--- src/rtl/adc_conv_sequencer.sv ---
`default_nettype none
// +----------------------------------------------------------------------------+
// | Module : adc_conv_sequencer                                                |
// | Purpose: Control companion of the ADC top. Issues start_conversion pulses  |
// |          (single-shot or periodic), synchronises the self-timed            |
// |          conversion_finished flag into clk, captures each 16-bit result    |
// |          into a small FIFO and offers it to the host on valid/ready.       |
// |          Sticky flags report dropped results (overflow) and conversions    |
// |          that never finished (timeout).                                    |
// | Ports  : clk, rst (async, active-high)                                     |
// |          enable_in, single_shot_in, period_in[15:0], clear_flags_in        |
// |          start_conversion_out            -> ADC top                        |
// |          conversion_finished_in, result_in[15:0]  <- ADC top (async flag)  |
// |          data_out[15:0], data_valid_out, data_ready_in  host stream        |
// |          fifo_level_out, busy_out, overflow_out, timeout_out  status       |
// | Rev    : 1.0  initial release                                              |
// +----------------------------------------------------------------------------+
module adc_conv_sequencer #(
   parameter int FIFO_DEPTH     = 4,
   parameter int START_CYCLES   = 4,
   parameter int TIMEOUT_CYCLES = 4096
) (
   input  logic                              clk,
   input  logic                              rst,
   input  logic                              enable_in,
   input  logic                              single_shot_in,
   input  logic [15:0]                       period_in,
   input  logic                              clear_flags_in,
   output logic                              start_conversion_out,
   input  logic                              conversion_finished_in,
   input  logic [15:0]                       result_in,
   output logic [15:0]                       data_out,
   output logic                              data_valid_out,
   input  logic                              data_ready_in,
   output logic [$clog2(FIFO_DEPTH+1)-1:0]   fifo_level_out,
   output logic                              busy_out,
   output logic                              overflow_out,
   output logic                              timeout_out
);

   localparam int PW = (FIFO_DEPTH > 1) ? $clog2(FIFO_DEPTH) : 1;
   localparam int LW = $clog2(FIFO_DEPTH + 1);
   localparam int SW = (START_CYCLES > 1) ? $clog2(START_CYCLES) : 1;
   localparam int TW = $clog2(TIMEOUT_CYCLES);

   localparam logic [SW-1:0] START_LAST = SW'(START_CYCLES - 1);
   localparam logic [TW-1:0] TMO_LAST   = TW'(TIMEOUT_CYCLES - 1);
   localparam logic [LW-1:0] FULL_LVL   = LW'(FIFO_DEPTH);

   typedef enum logic [1:0] {
      ST_IDLE      = 2'd0,
      ST_START     = 2'd1,
      ST_WAIT_DONE = 2'd2,
      ST_HOLDOFF   = 2'd3
   } state_t;

   // ---------------------------------------------------------------------
   // State
   // ---------------------------------------------------------------------
   state_t          state_q,      state_d;
   logic [SW-1:0]   start_cnt_q,  start_cnt_d;
   logic [TW-1:0]   tmo_cnt_q,    tmo_cnt_d;
   logic [15:0]     period_cnt_q, period_cnt_d;
   logic            start_q,      start_d;
   logic            s1_q, s2_q, s3_q;
   logic            s1_d, s2_d, s3_d;
   logic            overflow_q,   overflow_d;
   logic            timeout_q,    timeout_d;

   logic [15:0]     mem_q [FIFO_DEPTH];
   logic [15:0]     mem_d [FIFO_DEPTH];
   logic [PW-1:0]   wr_ptr_q,     wr_ptr_d;
   logic [PW-1:0]   rd_ptr_q,     rd_ptr_d;
   logic [LW-1:0]   level_q,      level_d;

   logic            done_edge;
   logic            period_reached;
   logic            push_req;
   logic            tmo_evt;
   logic            pop;
   logic            full;
   logic            do_push;
   logic            drop;

   // ---------------------------------------------------------------------
   // Finished-flag synchroniser; s3 only serves the rising-edge detector,
   // so a flag that is already high when WAIT_DONE starts never counts.
   // ---------------------------------------------------------------------
   always_comb begin
      s1_d = conversion_finished_in;
      s2_d = s1_q;
      s3_d = s2_q;
   end

   assign done_edge = s2_q & ~s3_q;

   // Compare period_cnt+1 against period_in in 17 bits so that period_in
   // of 0 or 1 simply means "restart immediately" without wrap-around.
   assign period_reached = ({1'b0, period_cnt_q} + 17'd1) >= {1'b0, period_in};

   // ---------------------------------------------------------------------
   // Sequencer next-state
   // ---------------------------------------------------------------------
   always_comb begin
      state_d      = state_q;
      start_cnt_d  = start_cnt_q;
      tmo_cnt_d    = tmo_cnt_q;
      period_cnt_d = (period_cnt_q == 16'hFFFF) ? period_cnt_q : period_cnt_q + 16'd1;
      push_req     = 1'b0;
      tmo_evt      = 1'b0;

      case (state_q)
         ST_IDLE: begin
            // single_shot_in with enable_in high is covered by enable_in.
            if (enable_in || single_shot_in) begin
               state_d      = ST_START;
               start_cnt_d  = '0;
               period_cnt_d = '0;
            end
         end
         ST_START: begin
            if (start_cnt_q == START_LAST) begin
               state_d   = ST_WAIT_DONE;
               tmo_cnt_d = '0;
            end else begin
               start_cnt_d = start_cnt_q + SW'(1);
            end
         end
         ST_WAIT_DONE: begin
            if (done_edge) begin
               push_req = 1'b1;
               state_d  = ST_HOLDOFF;
            end else if (tmo_cnt_q == TMO_LAST) begin
               tmo_evt = 1'b1;
               state_d = ST_HOLDOFF;
            end else begin
               tmo_cnt_d = tmo_cnt_q + TW'(1);
            end
         end
         ST_HOLDOFF: begin
            if (!enable_in) begin
               state_d = ST_IDLE;
            end else if (period_reached) begin
               state_d      = ST_START;
               start_cnt_d  = '0;
               period_cnt_d = '0;
            end
         end
         default: begin
            state_d = ST_IDLE;
         end
      endcase

      // Registered start output tracks the START state exactly.
      start_d = (state_d == ST_START);
   end

   // ---------------------------------------------------------------------
   // Result FIFO and sticky flags
   // ---------------------------------------------------------------------
   always_comb begin
      pop     = (level_q != '0) & data_ready_in;
      full    = (level_q == FULL_LVL);
      // A pop in the same cycle frees the slot the push needs.
      do_push = push_req & (~full | pop);
      drop    = push_req & full & ~pop;

      mem_d = mem_q;
      if (do_push) begin
         mem_d[wr_ptr_q] = result_in;
      end

      wr_ptr_d = do_push ? wr_ptr_q + PW'(1) : wr_ptr_q;
      rd_ptr_d = pop     ? rd_ptr_q + PW'(1) : rd_ptr_q;

      case ({do_push, pop})
         2'b10:   level_d = level_q + LW'(1);
         2'b01:   level_d = level_q - LW'(1);
         default: level_d = level_q;
      endcase

      // A set event outranks a clear in the same cycle.
      overflow_d = drop    | (overflow_q & ~clear_flags_in);
      timeout_d  = tmo_evt | (timeout_q  & ~clear_flags_in);
   end

   // ---------------------------------------------------------------------
   // Registers
   // ---------------------------------------------------------------------
   always_ff @(posedge clk or posedge rst) begin
      if (rst) begin
         state_q      <= ST_IDLE;
         start_cnt_q  <= '0;
         tmo_cnt_q    <= '0;
         period_cnt_q <= '0;
         start_q      <= 1'b0;
         s1_q         <= 1'b0;
         s2_q         <= 1'b0;
         s3_q         <= 1'b0;
         overflow_q   <= 1'b0;
         timeout_q    <= 1'b0;
         wr_ptr_q     <= '0;
         rd_ptr_q     <= '0;
         level_q      <= '0;
         for (int i = 0; i < FIFO_DEPTH; i++) begin
            mem_q[i] <= '0;
         end
      end else begin
         state_q      <= state_d;
         start_cnt_q  <= start_cnt_d;
         tmo_cnt_q    <= tmo_cnt_d;
         period_cnt_q <= period_cnt_d;
         start_q      <= start_d;
         s1_q         <= s1_d;
         s2_q         <= s2_d;
         s3_q         <= s3_d;
         overflow_q   <= overflow_d;
         timeout_q    <= timeout_d;
         wr_ptr_q     <= wr_ptr_d;
         rd_ptr_q     <= rd_ptr_d;
         level_q      <= level_d;
         mem_q        <= mem_d;
      end
   end

   // ---------------------------------------------------------------------
   // Outputs
   // ---------------------------------------------------------------------
   assign start_conversion_out = start_q;
   assign data_valid_out       = (level_q != '0);
   assign data_out             = (level_q != '0) ? mem_q[rd_ptr_q] : 16'h0000;
   assign fifo_level_out       = level_q;
   assign busy_out             = (state_q != ST_IDLE);
   assign overflow_out         = overflow_q;
   assign timeout_out          = timeout_q;

endmodule
`default_nettype wire

--- config.mk ---
export PLATFORM = sky130hd
export DESIGN_NAME = adc_conv_sequencer
export DESIGN_NICKNAME = d
export VERILOG_FILES = /design/src/rtl/adc_conv_sequencer.sv
export SDC_FILE = /design/constraint.sdc
export NUM_CORES = 1
export LEC_CHECK = 0
export BUFFER_PORTS_ARGS = -buffer_cell sky130_fd_sc_hd__buf_4
export CAP_MARGIN = 20
export CORE_MARGIN = 1
export CORE_UTILIZATION = 55
export DETAILED_ROUTE_END_ITERATION = 8
export PLACE_DENSITY_LB_ADDON = 0.12
export SLEW_MARGIN = 10
export SYNTH_ARGS = -nofsm -noshare
export SYNTH_HDL_FRONTEND = slang
export SYNTH_SLANG_ARGS = --single-unit
--- constraint.sdc ---
create_clock -name clk -period 4.25 [get_ports clk]
set_input_delay 0.2125 -clock clk [delete_from_list [all_inputs] [get_ports clk]]
set_output_delay 0.2125 -clock clk [all_outputs]
set_load 0.1 [all_outputs]
# Word level (Yosys, flattened, before mapping)
# Index checks and enable logic that the tools add are counted.
# op_classes
magnitude_cmp	4
mux	34
add_sub_neg	8
div_mod_pow	0
n_reduce_logical	10
shift	0
bitwise	16
mul	0
eq_ne	17
# ops
cell	n
2-to-1 mux 16 bit	8
bitwise mux 64 bit	1
2-to-1 mux 12 bit	3
binary-select mux 16 bit (select 2 bit)	1
demux 16 bit (select 2 bit)	1
one-hot mux 16 bit (2 select lines)	1
one-hot mux 12 bit (2 select lines)	1
2-to-1 mux 2 bit	10
adder 16 x 1 -> 17 bit (second input constant)	1
greater-or-equal comparator 17 x 16 -> 1 bit	1
adder 16 x 1 -> 16 bit (second input constant)	1
== test 16 bit (second input constant)	1
inequality test 2 bit (second input constant)	7
adder 12 x 1 -> 12 bit (second input constant)	1
== test 12 bit (second input constant)	1
== test 2 bit (second input constant)	4
one-hot mux 2 bit (4 select lines)	1
AND 1 bit	7
adder 2 x 1 -> 2 bit (second input constant)	3
== test 2 x 1 -> 1 bit (second input constant)	3
greater-or-equal comparator 3 bit (second input constant)	2
inverter 2 -> 3 bit	2
one-hot mux 2 bit (3 select lines)	1
one-hot mux 3 bit (2 select lines)	1
14 further kinds	26
# totals
latch_bits	0
in_bits	39
word_cells	106
reg_bits	109
n_memories	0
romBits	0
ram_bits	0
output_inout_bits	24

# Depth between registers and ports, before layout
# depth
ltp_word	7
ltp_mapped	15
ltp_nobuf	14

# Worst setup path before layout
# Ideal clock, no wire load.
# synth_path
path_type	reg-to-reg
from	reg level_q[0], in the netlist fifo_level_out[0]
to	reg level_q[2], in the netlist fifo_level_out[2]
path_slack_ns	0.481
path_stages_with_launch	9
required_ns	4.087
arrival_time_ns	3.606
n_path_buf	2
path_cell_list	dfrtp_1 > clkbuf_1 > or3_1 > clkbuf_1 > nand3_1 > fa_1 > or3_1 > a31oi_1 > o41ai_1
# synth_via
elab_chain_len	6
# synth_lines
item	line_no	source
start: declaration	74	logic [LW-1:0] level_q, level_d;
start signal: assignment	221	level_q <= level_d;
nonzero test 3 bit (*)	n/a	
net data_valid_out	33	output logic data_valid_out,
AND 1 bit (*)	162	pop = (level_q != '0) & data_ready_in;
bitwise OR 1 bit	165	do_push = push_req & (~full | pop);
AND 1 bit	165	
== test 2 x 1 -> 1 bit or == test 2 bit (tied branches)	176	case ({do_push, pop})
one-hot mux 3 bit (2 select lines) or nonzero test 2 bit (tied branches)	n/a	
# Mark *: on every way through the listed nets, which the timed path passes. The rest lies on a longest branch.
# A chain may end at the register's enable or synchronous reset.

# Worst setup path in the final report
# layout_path
from	reg period_cnt_q[0]
to	reg period_cnt_q[6]
# layout_via
elab_chain_len	5
# layout_lines
item	line_no	source
start: declaration	63	logic [15:0] period_cnt_q, period_cnt_d;
start signal: assignment	212	period_cnt_q <= period_cnt_d;
adder 16 x 1 -> 17 bit, or another cell as far along	99	assign period_reached = ({1'b0, period_cnt_q} + 17'd1) >= {1'b0, period_in};
greater-or-equal comparator 17 x 16 -> 1 bit or 2-to-1 mux 16 bit (tied branches)	99, 108	
2-to-1 mux 16 bit	143	end else if (period_reached) begin
2-to-1 mux 16 bit	141	if (!enable_in) begin
one-hot mux 16 bit (2 select lines) (*)	112	case (state_q)
net period_cnt_d[6]	63	
# Marked as above.

==> flow_summary.json <==
{
  "status": "completed",
  "insertion_delay_ps": 370,
  "yosysSeqAreaShare_pct": 45.6,
  "cts_resized": 0,
  "syn_nets": 551,
  "rows": 37,
  "clockRootBuffer": "clkbuf_8",
  "slowest_delay_ps": 440,
  "yosys_warnings": 0,
  "finalNonFillerCells": 683,
  "holdWs_ps": 16.4,
  "max_freq_mhz": 301,
  "nets": 610,
  "place_area_sq_um": 6520,
  "hold_viol_final": 0,
  "place_ws_ps": 950,
  "timing.critical_path.from_type": "flip-flop",
  "antenna_cells": 0,
  "ys_async_sr_fraction_pct": 100,
  "r2r_slack_ps": 930,
  "synthCells": 483,
  "final_layout_size_suffix_gt1_share_pct": 33.3,
  "arrival_ps": 3630,
  "cts_setup_buffers": 0,
  "ys_types": 55,
  "synthXorXnorAreaFrac_pct": 3.95,
  "hp-class": "primary input to flip-flop",
  "portBuffers": 62,
  "rsz0062_at_grt": "false",
  "ant_nets": 0,
  "cap_violations": 0,
  "numCtsBuffers": 9,
  "synthMuxAreaShare_pct": 20.8,
  "post-route-min-period_ps": 3320,
  "grt_pass1_wl_mm": 19.7,
  "end_kind": "flip-flop",
  "gp_congestion": 0.811,
  "yosys.area_share.adder_pct": 6.19,
  "ys_ff_latch": 109,
  "dp_cells": 666,
  "firstDrtPassIters": 4,
  "drtIter0Drc": 159,
  "die_area_sq_um": 11300,
  "synth_top_family_by_area": "multiplexers",
  "wl_per_cell_microns": 16.8,
  "avgSynthCellArea_sq_um": 12.4,
  "core_area_sq_um": 10400,
  "vias": 3829,
  "tns_ps": 0,
  "worstPathRequired_ps": 4560,
  "cts_tree": "built",
  "drc": 0,
  "grt_antenna_before_repair": 0,
  "synth-compound-area-share_pct": 7.62,
  "hold_depth": 2,
  "min_from": "clear_flags_in",
  "grt_max_degree": 79,
  "r2r_start": "period_cnt_q[0]",
  "grtUsageTotal_pct": 22.4,
  "overflow": 0,
  "cts.sinks": 109,
  "viasPerCell": 5.61,
  "ir_drop_v": 0.000520,
  "path_class": "flip-flop to flip-flop",
  "synth_top_area_share_pct": 45.6,
  "synth-main-ff-cell": "dfrtp_1",
  "drv_slew": 0,
  "finalWirelength_mm": 11.5,
  "worst-path-max-fanout": 16,
  "grt_pass1_vias": 3948,
  "worst_slew_pin_slew_ps": 971,
  "synth_most_common_cell": "dfrtp_1",
  "slew_headroom_pct": 35.3,
  "slowest_stage": "dfrtp_1",
  "worst-path-buf-inv": 0,
  "cp_cell_sequence": "ha_1 > and4_1 > and4_4 > and3_2 > xor2_1 > ha_1 > a211oi_1 > o21ai_0 > a21oi_1 > o41ai_2 > a21boi_4 > o32ai_4 > o21ba_2",
  "fin_ws_ps": 932,
  "crit_family": "compound AO/OA/AOI/OAI gates",
  "setup.worst_path.start": "period_cnt_q[0]",
  "yosysTopAreaCell": "dfrtp_1",
  "period_share_pct": 78.1,
  "start_util_pct": 57.4,
  "p_leak_nw": 3.46,
  "fin_skew_ps": 10.7,
  "p_per_area_nw_per_um2": 537,
  "synth-simple-area-share_pct": 11.8,
  "cts_max_level": 3,
  "clk_path_buf_depth": 2,
  "reg2reg_to": "period_cnt_q[6]",
  "setup_viol": 0,
  "r2r_cells": 13,
  "final_cell_area_sq_um": 6700,
  "path_common_cell": "ha_1",
  "ioPinCount": 63,
  "synth_area_leaders": "dfrtp_1 46%, mux2_4 10%, mux4_2 6.0%",
  "clk_pin_slew_worst_paths_ps": 100,
  "die_x_microns": 106,
  "min_to": "overflow_out",
  "synth.top_cells.by_count": "109 x dfrtp_1, 40 x mux2_4, 32 x inv_1",
  "die_h_microns": 106,
  "cts-hold-fix-buffers": 1,
  "hpwl_mm": 7.95,
  "synth_edf_count": 0,
  "fillers": 835,
  "areaGrowthSynthToFinish_pct": 12.1,
  "syn-cell-area_sq_um": 5980
}
-- layout make-up --
cell class	instances	area (sq um)	area share, %
Inverter	33	126	1.89
Tap cell	136	170	2.54
Clock inverter	5	36.3	0.541
Clock buffer	11	141	2.11
Timing Repair Buffer	65	490	7.32
Sequential cell	109	2730	40.7
Multi-Input combinational cell	324	3010	44.9
-- power breakdown --
part / switching [mW] / internal, mW / leakage, nW
sequential: 0.203 / 1.24 / 1.48
combinational: 0.954 / 0.622 / 1.90
clock: 0.352 / 0.230 / 0.0815
-- metrics by stage --
step,util [%],power (mW)
floorplan,-,2.71
global placement,62.5,3.00
detailed placement,62.5,3.05
CTS,64.3,3.63
global route,64.3,3.80
finish,64.3,3.60
-- cell usage in the layout, fill, tap and decap left out, drive strengths merged, types with 3 or more instances in the layout --
master    instances
dfrtp           109
buf              64
mux2             64
inv              33
nor2             30
nand2            30
ha               28
o21ai            18
and2             17
mux4             16
xnor2            15
a21oi            13
nand3            12
xor2             12
clkbuf           11
o21ba             9
nand4             8
or3               6
nor3              5
and3              5
nor2b             4
and4              4
nand2b            3
clkinvlp          3
o41ai             3
-- sequential cells by signal, indices dropped and copies added (netlist names) --
name	count
mem_q	64
period_cnt_q	16
tmo_cnt_q	12
fifo_level_out	3
rd_ptr_q	2
start_cnt_q	2
state_q	2
wr_ptr_q	2
overflow_out	1
s1_q	1
s2_q	1
s3_q	1
start_conversion_out	1
timeout_out	1
-- worst max path at each step --
stage | endpoint | cells past startpoint
3_3_place_gp | period_cnt_q[13] | 11
4_1_cts | period_cnt_q[6] | 13
6_report | period_cnt_q[6] | 13
5_1_grt | period_cnt_q[6] | 13
3_5_place_dp | period_cnt_q[6] | 11
2_1_floorplan | fifo_level_out[2] | 8
-- logic make-up after synthesis --
logic type	count (synthesis)
xor gates and xnor gates	27
DFF	109
muxes	81
AOI/OAI and AO/OA	59
adders and majority gates	29
buffers and inverters	50
and+or+nand+nor	128
-- routing by layer --
metal  routed length (microns)  global-route usage (%)  vias to the layer above
li1                          -                       -                     1810
met1                      5350                    30.3                     1937
met2                      5600                    36.6                       68
met3                       362                    4.05                       14
met4                       166                    7.34                        0
met5                         0                       0                        -
-- worst register-to-register path, delay by kind of cell, from the launching register on --
kind                     cells  cell delay (ps)
AO/OA/AOI/OAI                7             1390
XOR/XNOR                     1              200
adder cells (fa/ha/maj)      2              530
flip-flops                   1              440
AND/OR/NAND/NOR              3              690
Note: power is estimated with default switching activity, not from simulation.
